## src/rtl/tmds_encoder.sv

```systemverilog
// tmds_encoder: three-channel DVI TMDS 8b/10b encoder with per-channel running disparity.
// Define TMDS_ENCODER_GUARD_EN to insert the video guard band (latency grows from 2 to 4).
module tmds_encoder #(
    parameter int C_depth = 3
) (
    input  logic               clk_pixel,
    input  logic               reset_n,
    input  logic [C_depth-1:0] in_red,
    input  logic [C_depth-1:0] in_green,
    input  logic [C_depth-1:0] in_blue,
    input  logic               in_hsync,
    input  logic               in_vsync,
    input  logic               in_blank,
    output logic [9:0]         out_red,
    output logic [9:0]         out_green,
    output logic [9:0]         out_blue
);
    localparam int REP = (8 + C_depth - 1) / C_depth;

    localparam logic [9:0] CTRL_00 = 10'h354;
    localparam logic [9:0] CTRL_01 = 10'h0AB;
    localparam logic [9:0] CTRL_10 = 10'h154;
    localparam logic [9:0] CTRL_11 = 10'h2AB;

    // MSB-first replication of the palette value fills all 8 bits.
    function automatic logic [7:0] expand(input logic [C_depth-1:0] v);
        logic [REP*C_depth-1:0] rep;
        rep = {REP{v}};
        return rep[REP*C_depth-1 -: 8];
    endfunction

    function automatic logic [3:0] ones8(input logic [7:0] v);
        logic [3:0] n;
        n = '0;
        for (int i = 0; i < 8; i++) begin
            n = n + {3'b000, v[i]};
        end
        return n;
    endfunction

    function automatic logic [8:0] calc_qm(input logic [7:0] d);
        logic [8:0] q;
        logic [3:0] n1;
        logic       use_xnor;
        n1       = ones8(d);
        use_xnor = (n1 > 4'd4) || ((n1 == 4'd4) && !d[0]);
        q        = '0;
        q[0]     = d[0];
        for (int i = 1; i < 8; i++) begin
            q[i] = use_xnor ? ~(q[i-1] ^ d[i]) : (q[i-1] ^ d[i]);
        end
        q[8] = ~use_xnor;
        return q;
    endfunction

    function automatic logic [9:0] ctrl_sym(input logic [1:0] c);
        logic [9:0] s;
        case (c)
            2'b00:   s = CTRL_00;
            2'b01:   s = CTRL_01;
            2'b10:   s = CTRL_10;
            default: s = CTRL_11;
        endcase
        return s;
    endfunction

    // Channel index: 0 = blue (carries sync), 1 = green, 2 = red.
    logic [7:0]        d1 [3];
    logic              blank1;
    logic [1:0]        ctl1;

    logic [8:0]        qm      [3];
    logic signed [5:0] diff    [3];
    logic signed [5:0] cnt_x   [3];
    logic signed [5:0] cnt_sum [3];
    logic signed [4:0] cnt_d   [3];
    logic signed [4:0] cnt_q   [3];
    logic [9:0]        sym_d   [3];
    logic [9:0]        sym_q   [3];

    always_ff @(posedge clk_pixel or negedge reset_n) begin
        if (!reset_n) begin
            for (int ch = 0; ch < 3; ch++) begin
                d1[ch] <= '0;
            end
            blank1 <= 1'b1;
            ctl1   <= '0;
        end else begin
            d1[0]  <= expand(in_blue);
            d1[1]  <= expand(in_green);
            d1[2]  <= expand(in_red);
            blank1 <= in_blank;
            ctl1   <= {in_vsync, in_hsync};
        end
    end

    always_comb begin
        for (int ch = 0; ch < 3; ch++) begin
            qm[ch]    = calc_qm(d1[ch]);
            // N1 - N0 over q_m[7:0] equals 2*N1 - 8.
            diff[ch]  = $signed({1'b0, ones8(qm[ch][7:0]), 1'b0}) - 6'sd8;
            cnt_x[ch] = {cnt_q[ch][4], cnt_q[ch]};
            if (blank1) begin
                sym_d[ch]   = (ch == 0) ? ctrl_sym(ctl1) : CTRL_00;
                cnt_sum[ch] = '0;
            end else if ((cnt_q[ch] == 5'sd0) || (diff[ch] == 6'sd0)) begin
                sym_d[ch]   = {~qm[ch][8], qm[ch][8],
                               qm[ch][8] ? qm[ch][7:0] : ~qm[ch][7:0]};
                cnt_sum[ch] = qm[ch][8] ? (cnt_x[ch] + diff[ch]) : (cnt_x[ch] - diff[ch]);
            end else if (((cnt_q[ch] > 5'sd0) && (diff[ch] > 6'sd0)) ||
                         ((cnt_q[ch] < 5'sd0) && (diff[ch] < 6'sd0))) begin
                sym_d[ch]   = {1'b1, qm[ch][8], ~qm[ch][7:0]};
                cnt_sum[ch] = cnt_x[ch] + (qm[ch][8] ? 6'sd2 : 6'sd0) - diff[ch];
            end else begin
                sym_d[ch]   = {1'b0, qm[ch][8], qm[ch][7:0]};
                cnt_sum[ch] = cnt_x[ch] + diff[ch] - (qm[ch][8] ? 6'sd0 : 6'sd2);
            end
            cnt_d[ch] = cnt_sum[ch][4:0];
        end
    end

    always_ff @(posedge clk_pixel or negedge reset_n) begin
        if (!reset_n) begin
            for (int ch = 0; ch < 3; ch++) begin
                sym_q[ch] <= CTRL_00;
                cnt_q[ch] <= '0;
            end
        end else begin
            for (int ch = 0; ch < 3; ch++) begin
                sym_q[ch] <= sym_d[ch];
                cnt_q[ch] <= cnt_d[ch];
            end
        end
    end

`ifdef TMDS_ENCODER_GUARD_EN
    localparam logic [9:0] GUARD_RB = 10'h2CC;
    localparam logic [9:0] GUARD_G  = 10'h133;

    logic       blank_q;
    logic       blank_d3;
    logic [9:0] sym_d3 [3];
    logic [9:0] out_q  [3];

    // Two extra stages give a two-symbol look-ahead on blank (blank_q, blank1)
    // so the last two control symbols before video can be swapped for guard band.
    always_ff @(posedge clk_pixel or negedge reset_n) begin
        if (!reset_n) begin
            blank_q  <= 1'b1;
            blank_d3 <= 1'b1;
            for (int ch = 0; ch < 3; ch++) begin
                sym_d3[ch] <= CTRL_00;
                out_q[ch]  <= CTRL_00;
            end
        end else begin
            blank_q  <= blank1;
            blank_d3 <= blank_q;
            for (int ch = 0; ch < 3; ch++) begin
                sym_d3[ch] <= sym_q[ch];
            end
            if (blank_d3 && (!blank_q || !blank1)) begin
                out_q[0] <= GUARD_RB;
                out_q[1] <= GUARD_G;
                out_q[2] <= GUARD_RB;
            end else begin
                for (int ch = 0; ch < 3; ch++) begin
                    out_q[ch] <= sym_d3[ch];
                end
            end
        end
    end

    assign out_blue  = out_q[0];
    assign out_green = out_q[1];
    assign out_red   = out_q[2];
`else
    assign out_blue  = sym_q[0];
    assign out_green = sym_q[1];
    assign out_red   = sym_q[2];
`endif

endmodule

```

## config.mk

```make
export PLATFORM = sky130hd
export DESIGN_NAME = tmds_encoder
export DESIGN_NICKNAME = d
export VERILOG_FILES = /design/src/rtl/tmds_encoder.sv
export SDC_FILE = /design/constraint.sdc
export NUM_CORES = 1
export LEC_CHECK = 0
export BUFFER_PORTS_ARGS = -buffer_cell sky130_fd_sc_hd__buf_2
export CAP_MARGIN = 10
export CORE_MARGIN = 2
export CORE_UTILIZATION = 35
export DETAILED_ROUTE_END_ITERATION = 16
export SETUP_SLACK_MARGIN = 0.4
export SYNTH_ARGS = -nofsm -noshare
export SYNTH_HDL_FRONTEND = slang
export SYNTH_SLANG_ARGS = --single-unit
```

## constraint.sdc

```tcl
create_clock -name clk_pixel -period 6.7 [get_ports clk_pixel]
set_input_delay 1.005 -clock clk_pixel [delete_from_list [all_inputs] [get_ports clk_pixel]]
set_output_delay 1.005 -clock clk_pixel [all_outputs]
set_load 0.02 [all_outputs]
```

==> run summary, run 1 <==
==========================================================================================
Run status                                                                    complete, no violations
Die Ht                                                                              126 µm
Number of buffers added by the clock tree synthesis step                                 5
Post-synthesis sequential area ratio                                                 25.8%
Final weighted congestion of routability-driven global placement                     0.902
Global-route wire length before repair                                            20100 µm
Clock latency on the worst-skew pair                                                300 ps
Setup crit start kind                                                            flip-flop
RSZ-0062 raised after global routing                                                 false
Maximum Capacitance Violations                                                           0
Number of enable-type register cells in the synthesized netlist                          0
Slew at the pin closest to its max-slew limit                                       788 ps
Count of hold-fix buffers inserted at cts                                                0
Leading cell type in the layout, fill and taps excluded                       sky130_fd_sc_hd__ha_1
Clk pin slew, worst setup/hold paths                                                 70 ps
Final wirelength                                                                  11900 µm
Post-layout instance area                                                         5960 µm²
Post-layout instance count excluding filler cells                                      775
Area share of the largest cell type after synthesis                                  17.7%
Clk Tree Root Cell                                                            sky130_fd_sc_hd__clkbuf_16
Total number of placement rows                                                          44
CP delay by family, top                                                        adder cells
Largest family of logic cells by synthesized area                              adder cells
Asr flop ratio synth                                                                  100%
Synthesized-area fraction occupied by and/or/nand/nor cells                          13.3%
Post-layout min period                                                             6030 ps
Count of input and output buffers                                                       43
Via count of the first global-routing pass                                            4149
Total Neg Setup Slack                                                                 0 ps
Die width                                                                           126 µm
FMAX                                                                               166 MHz
Critical Setup Path Class                                                          reg2reg
Clock Skews                                                                        4.47 ps
Ports                                                                                   44
Placed wire-length estimate                                                        8940 µm
Cell mode on critical path                                                    sky130_fd_sc_hd__ha_1
Longest individual stage delay on the worst path                                    520 ps
Most used cells in the layout excluding fill and tap cells                    62 x sky130_fd_sc_hd__ha_1, 53 x sky130_fd_sc_hd__inv_1, 45 x sky130_fd_sc_hd__xnor2_1
Drt first pass iters                                                                     4
Post-synthesis xor/xnor area fraction                                                11.8%
Fraction of final layout cells sized beyond drive strength 1                         22.0%
Category of the worst setup path capture point                                   flip-flop
Detail-routed via count per cell                                                      5.15
Number of fill cells in the layout                                                    1435
Number of H-tree levels                                                                  2
GRT Resource Usage Total                                                             15.5%
Vias                                                                                  3990
Post-Place Cell Area                                                              5630 µm²
Maximum number of pins on one net before global-route repair                            54
Buffers from clock root to sink, at most                                                 2
Synthesis Warnings                                                                       0
Placeable core region                                                            14500 µm²
Synth area leader                                                             sky130_fd_sc_hd__dfrtp_1
Number of nets with antenna violations after routing                                     0
Cell area after synthesis                                                         5230 µm²
Top cells by area in the synthesized netlist                                  sky130_fd_sc_hd__dfrtp_1 18%, sky130_fd_sc_hd__ha_1 16%, sky130_fd_sc_hd__fa_1 10%
Period Utilization, post-route                                                       90.0%
Crit path max fanout                                                                     7
Library cells used by synthesis                                                         73
Die ar.                                                                          15900 µm²
Leading register cell type out of synthesis                                   sky130_fd_sc_hd__dfrtp_1
Cells along the critical path                                                 clkinvlp_4 -> ha_4 -> mux2_2 -> ha_1 -> inv_1 -> fa_1 -> and3_2 -> o21ai_2 -> xor2_2 -> xnor2_1 -> fa_1 -> inv_1 -> ha_1 -> xor3_2 -> ha_1 -> inv_1 -> ha_1 -> nor2b_1 -> o21ai_0 -> a21boi_0 -> or3_4 -> a211o_1 -> nand4_1
Routed wirelength normalized by instance count                                     15.4 µm
Net count, final                                                                       698
Share of synthesized cell area in full adder, half adder and majority cells          26.4%
Instance count after placement with tap cells included                                 759
CTS sink cnt                                                                            53
Worst hold-check slack                                                              607 ps
Max stage delay cell, worst path                                              sky130_fd_sc_hd__fa_1
Antenna violations before repair                                                         0
Initial standard-cell utilization of the core                                        36.0%
Average size of a mapped cell                                                     9.68 µm²
Synth Instances                                                                        540
Synthesized netlist net count                                                          648
Final global-route overflow total                                                        0
Mux cell area share after synthesis                                                  2.47%
Setup-violating endpoint count in the final report                                       0
Initial DRC count                                                                      251
Flops & latches, synth                                                                  53
Final-report max-slew violation count                                                    0
Tightest Hold Check Type                                                           reg2reg
Ant. Diodes                                                                              0
CTS tree                                                                               yes
Final number of hold-violating endpoints                                                 0
Post-synthesis to final-layout area growth                                           14.0%
CP required                                                                        6940 ps
DRC violations left                                                                      0
Complex-gate fraction of the synthesized area                                        14.3%
Max transition margin                                                                47.4%
Arrival time of data at the critical path endpoint                                 6270 ps
Count of buffering cells on the critical path with inverters included                    4
==========================================================================================
==> state kept, by name (all words and copies together), names as in the netlist <==
| signal | cells |
|---|---|
| out_red | 10 |
| out_blue | 10 |
| out_green | 9 |
| cnt_q | 12 |
| blank1 | 1 |
| d1 | 9 |
| ctl1 | 2 |
==> layout make-up <==
type / instances / area, µm² / share of cell area [%]
Sequential cell: 53 / 1350 / 22.7
Multi-Input combinational cell: 414 / 3680 / 61.8
Clock inverter: 2 / 13.8 / 0.231
Tap cell: 184 / 230 / 3.86
Timing Repair Buffer: 58 / 332 / 5.57
Inverter: 58 / 221 / 3.72
Clock buffer: 6 / 129 / 2.16
==> cells by family after synthesis <==
kind of cell | after synthesis
simple gates | 136
compound gates | 106
fa+ha+maj | 94
buf+inv | 73
xor+xnor | 67
flops | 53
mux | 11
==> routing by layer <==
metal / up-vias / part of all wire, % / wire length (µm) / track usage [%]
li1: 1938 / - / - / -
met1: 1957 / 45 / 5430 / 20.5
met2: 80 / 50 / 5920 / 26.5
met3: 15 / 3.5 / 418 / 2.46
met4: 0 / 1.5 / 174 / 4.07
met5: - / 0 / 0 / 0
==> Yosys cell counts (6+ instances only) <==
cell type	n
sky130_fd_sc_hd__or2_2	6
sky130_fd_sc_hd__nand2b_1	7
sky130_fd_sc_hd__nand2_1	40
sky130_fd_sc_hd__a21o_1	6
sky130_fd_sc_hd__inv_1	57
sky130_fd_sc_hd__mux2i_1	7
sky130_fd_sc_hd__nor3_1	14
sky130_fd_sc_hd__o21ai_0	19
sky130_fd_sc_hd__nand3_1	7
sky130_fd_sc_hd__xor2_1	20
sky130_fd_sc_hd__a21oi_1	23
sky130_fd_sc_hd__clkbuf_1	8
sky130_fd_sc_hd__ha_1	67
sky130_fd_sc_hd__dfstp_2	16
sky130_fd_sc_hd__o211ai_1	10
sky130_fd_sc_hd__nor2_1	24
sky130_fd_sc_hd__dfrtp_1	37
sky130_fd_sc_hd__xnor2_1	45
sky130_fd_sc_hd__a211oi_1	6
sky130_fd_sc_hd__fa_1	27
sky130_fd_sc_hd__nor3b_1	6
==> stage by stage <==
step                utilization, %  worst slack (ps)
floorplan                        -               422
global placement              38.7               448
detailed placement            38.7               248
CTS                           39.8               449
global route                  41.0               369
finish                        41.0               668
==> worst paths after layout <==
| path | startpoint | end | slack (ps) | cells past startpoint |
|---|---|---|---|---|
| setup / recovery | d1[12] | cnt_q[9] | 670 | 23 |
| max in group asynchronous | reset_n | d1[6] | 5360 | 2 |
| min in group asynchronous | reset_n | cnt_q[7] | 840 | 2 |
| setup reg to reg | d1[12] | cnt_q[9] | 670 | 23 |
| hold / removal | cnt_q[4] | cnt_q[3] | 610 | 1 |
| hold reg to reg | cnt_q[4] | cnt_q[3] | 610 | 1 |
==> timing repair <==
action                     in CTS  in global routing
pin swaps                       1                  5
setup endpoints to repair       2                 13
buffers inserted                1                  7
resized for setup               3                 26
Power of run 1 is not shown: default switching activity piles up to over one toggle a cycle in this logic, so the estimate is an artifact.
==> inputs of run 2 (changes only) <==
--- a/config.mk
+++ b/config.mk
@@ -10,6 +10,7 @@
 export CORE_MARGIN = 2
 export CORE_UTILIZATION = 35
 export DETAILED_ROUTE_END_ITERATION = 16
+export PLACE_DENSITY = 0.53
 export SETUP_SLACK_MARGIN = 0.4
 export SYNTH_ARGS = -nofsm -noshare
 export SYNTH_HDL_FRONTEND = slang
==> run summary, run 2 (synthesis results as in run 1) <==
===============================================================================
Via count of the first global-routing pass                                 3874   -6.6%
Post-layout min period                                                  6130 ps   +97.0 ps
Depth of the worst register-to-register path                                 23   unchanged
Hold endpoint                                                          cnt_q[3]
Total number of placement rows                                               44   unchanged
FMAX                                                                    163 MHz   -1.6%
Run status                                                         complete, no violations
Die width                                                                126 µm   unchanged
Final weighted congestion of routability-driven global placement          0.859   -4.7%
Slew at the pin closest to its max-slew limit                            699 ps   -89.2 ps
Maximum Capacitance Violations                                                0   unchanged
Global-route wire length before repair                                 19200 µm   -4.5%
Routed wirelength normalized by instance count                          15.0 µm   -2.4%
CP required                                                             6910 ps   -30 ps
Count of hold-fix buffers inserted at cts                                     0   unchanged
Buffers from clock root to sink, at most                                      2   unchanged
Ant. Diodes                                                                   0   unchanged
Post-synthesis to final-layout area growth                                14.1%   about the same
Ports                                                                        44   unchanged
Critical Setup Path Class                                               reg2reg
Die ar.                                                               15900 µm²   unchanged
Number of buffers added by the clock tree synthesis step                      5   unchanged
RSZ-0062 raised after global routing                                       true
Register ranked first by flip-flop count                                  cnt_q
Setup crit start kind                                                 flip-flop
CTS tree                                                                    yes
Most used cells in the layout excluding fill and tap cells         65 x sky130_fd_sc_hd__ha_1, 56 x sky130_fd_sc_hd__inv_1, 45 x sky130_fd_sc_hd__xnor2_1
Clk Tree Root Cell                                                 sky130_fd_sc_hd__clkbuf_16
Sequential standard cell area                                          1350 µm²   about the same
Period Utilization, post-route                                            91.5%   +1.4 points
Arrival time of data at the critical path endpoint                      6340 ps   +70 ps
Number of fill cells in the layout                                         1438   +0.21%
Number of H-tree levels                                                       2   unchanged
Clock latency on the worst-skew pair                                     310 ps   about the same
Drt first pass iters                                                          4   unchanged
Final global-route overflow total                                             0   unchanged
Reg-to-reg startpoint                                                    d1[22]
Fraction of final layout cells sized beyond drive strength 1              21.9%   -0.054 points
Count of input and output buffers                                            43   unchanged
Leading cell type in the layout, fill and taps excluded            sky130_fd_sc_hd__ha_1
Final-report max-slew violation count                                         0   unchanged
Terminus of the critical flop-to-flop path                            cnt_q[14]
Category of the worst setup path capture point                        flip-flop
Maximum number of pins on one net before global-route repair                 54   unchanged
Clock Skews                                                             5.75 ps   +1.28 ps
Crit path max fanout                                                          8   +1
Net count, final                                                            704   +0.86%
Hold Crit Depth                                                               1   unchanged
Total Neg Setup Slack                                                      0 ps   unchanged
Placed wire-length estimate                                             8760 µm   -1.9%
Initial standard-cell utilization of the core                             36.0%   unchanged
Initial DRC count                                                           232   -7.6%
Antenna violations before repair                                              0   unchanged
GRT Resource Usage Total                                                  14.9%   -0.60 points
Tightest Hold Check Type                                                reg2reg
DRC violations left                                                           0   unchanged
Hold path start                                                        cnt_q[4]
Number of nets with antenna violations after routing                          0   unchanged
Vias                                                                       3956   -0.85%
Placeable core region                                                 14500 µm²   unchanged
Combined area of the multi-input logic cells                           3620 µm²   -1.7%
Worst reg-to-reg setup slack                                             570 ps   -100 ps
Max transition margin                                                     53.4%   +6.0 points
Final wirelength                                                       11800 µm   -1.6%
Final number of hold-violating endpoints                                      0   unchanged
Largest register FFs                                                         12   unchanged
CTS sink cnt                                                                 53   unchanged
Clk pin slew, worst setup/hold paths                                      80 ps   about the same
Die Ht                                                                   126 µm   unchanged
Detail-routed via count per cell                                           5.07   -1.6%
Setup-violating endpoint count in the final report                            0   unchanged
===============================================================================
run 2: changes by cell type in the layout (fill, tap and decap cells not counted), moves of 2 or more:
cell                      change
sky130_fd_sc_hd__a21oi_1      -2
sky130_fd_sc_hd__inv_1        +3
sky130_fd_sc_hd__a21oi_2      +2
sky130_fd_sc_hd__ha_4         -2
sky130_fd_sc_hd__ha_1         +3
sky130_fd_sc_hd__inv_2        -2
sky130_fd_sc_hd__buf_4        +7
run 2: metrics by stage:
| stage | hold WS [ps] | setup WS, ps | instance area (µm²) | cells | utilization [%] |
|---|---|---|---|---|---|
| global placement | 570 | 435 | 5640 | 761 | 38.8 |
| floorplan | 528 | 422 | 5230 | 540 | - |
| finish | 607 | 571 | 5960 | 781 | 41.0 |
| CTS | 612 | 416 | 5840 | 771 | 40.2 |
| global route | 635 | 373 | 5960 | 781 | 41.0 |
| detailed placement | 609 | 124 | 5640 | 761 | 38.8 |
run 2: area by class of cell:
cell class	instances	area share [%]
clock buffer	5	2.10
clock inverter	3	0.735
inverter	58	3.65
multi-input combinational	414	60.7
sequential	53	22.7
tap	184	3.86
timing repair buffer	64	6.26
run 2: worst max-delay path by stage:
stage	from	endpoint	slack, ps	depth (start not counted)
2_1_floorplan	d1[22]	cnt_q[14]	420	26
3_3_place_gp	d1[22]	cnt_q[14]	440	25
3_5_place_dp	d1[22]	cnt_q[14]	120	25
4_1_cts	d1[22]	cnt_q[14]	420	24
5_1_grt	d1[22]	cnt_q[14]	370	25
6_report	d1[22]	cnt_q[14]	570	23
run 2: per-layer routing:
metal | share of wire [%] | vias to the layer above | track usage, %
met1 | 47 | 1946 | 19.9
met3 | 3.0 | 15 | 2.29
met4 | 1.7 | 0 | 4.14
li1 | - | 1934 | -
met5 | 0 | - | 0
met2 | 49 | 61 | 25.0
run 2: what timing repair did:
action | in CTS | in global routing
setup buffers | 2 | 10
gates resized for setup | 4 | 14
endpoints found under the setup margin | 2 | 7
pin swaps | 1 | 3
run 2: worst max-delay path, cell delays in order, from the launching register on:
cell,delay (ps)
sky130_fd_sc_hd__dfrtp_2,450
sky130_fd_sc_hd__inv_2,90
sky130_fd_sc_hd__fa_1,480
sky130_fd_sc_hd__ha_1,310
sky130_fd_sc_hd__nor4b_1,290
sky130_fd_sc_hd__a31oi_1,100
sky130_fd_sc_hd__o21ai_2,160
sky130_fd_sc_hd__buf_4,180
sky130_fd_sc_hd__xnor2_1,80
sky130_fd_sc_hd__fa_1,490
sky130_fd_sc_hd__inv_1,50
sky130_fd_sc_hd__fa_1,500
sky130_fd_sc_hd__inv_1,50
sky130_fd_sc_hd__fa_1,520
sky130_fd_sc_hd__inv_1,50
sky130_fd_sc_hd__ha_1,350
sky130_fd_sc_hd__ha_1,240
sky130_fd_sc_hd__fa_1,490
sky130_fd_sc_hd__nor2b_2,190
sky130_fd_sc_hd__a21o_1,170
sky130_fd_sc_hd__and3_1,210
sky130_fd_sc_hd__nor3_1,60
sky130_fd_sc_hd__or3_1,340
sky130_fd_sc_hd__a211oi_1,180
Power of run 2 is left out for the same reason.
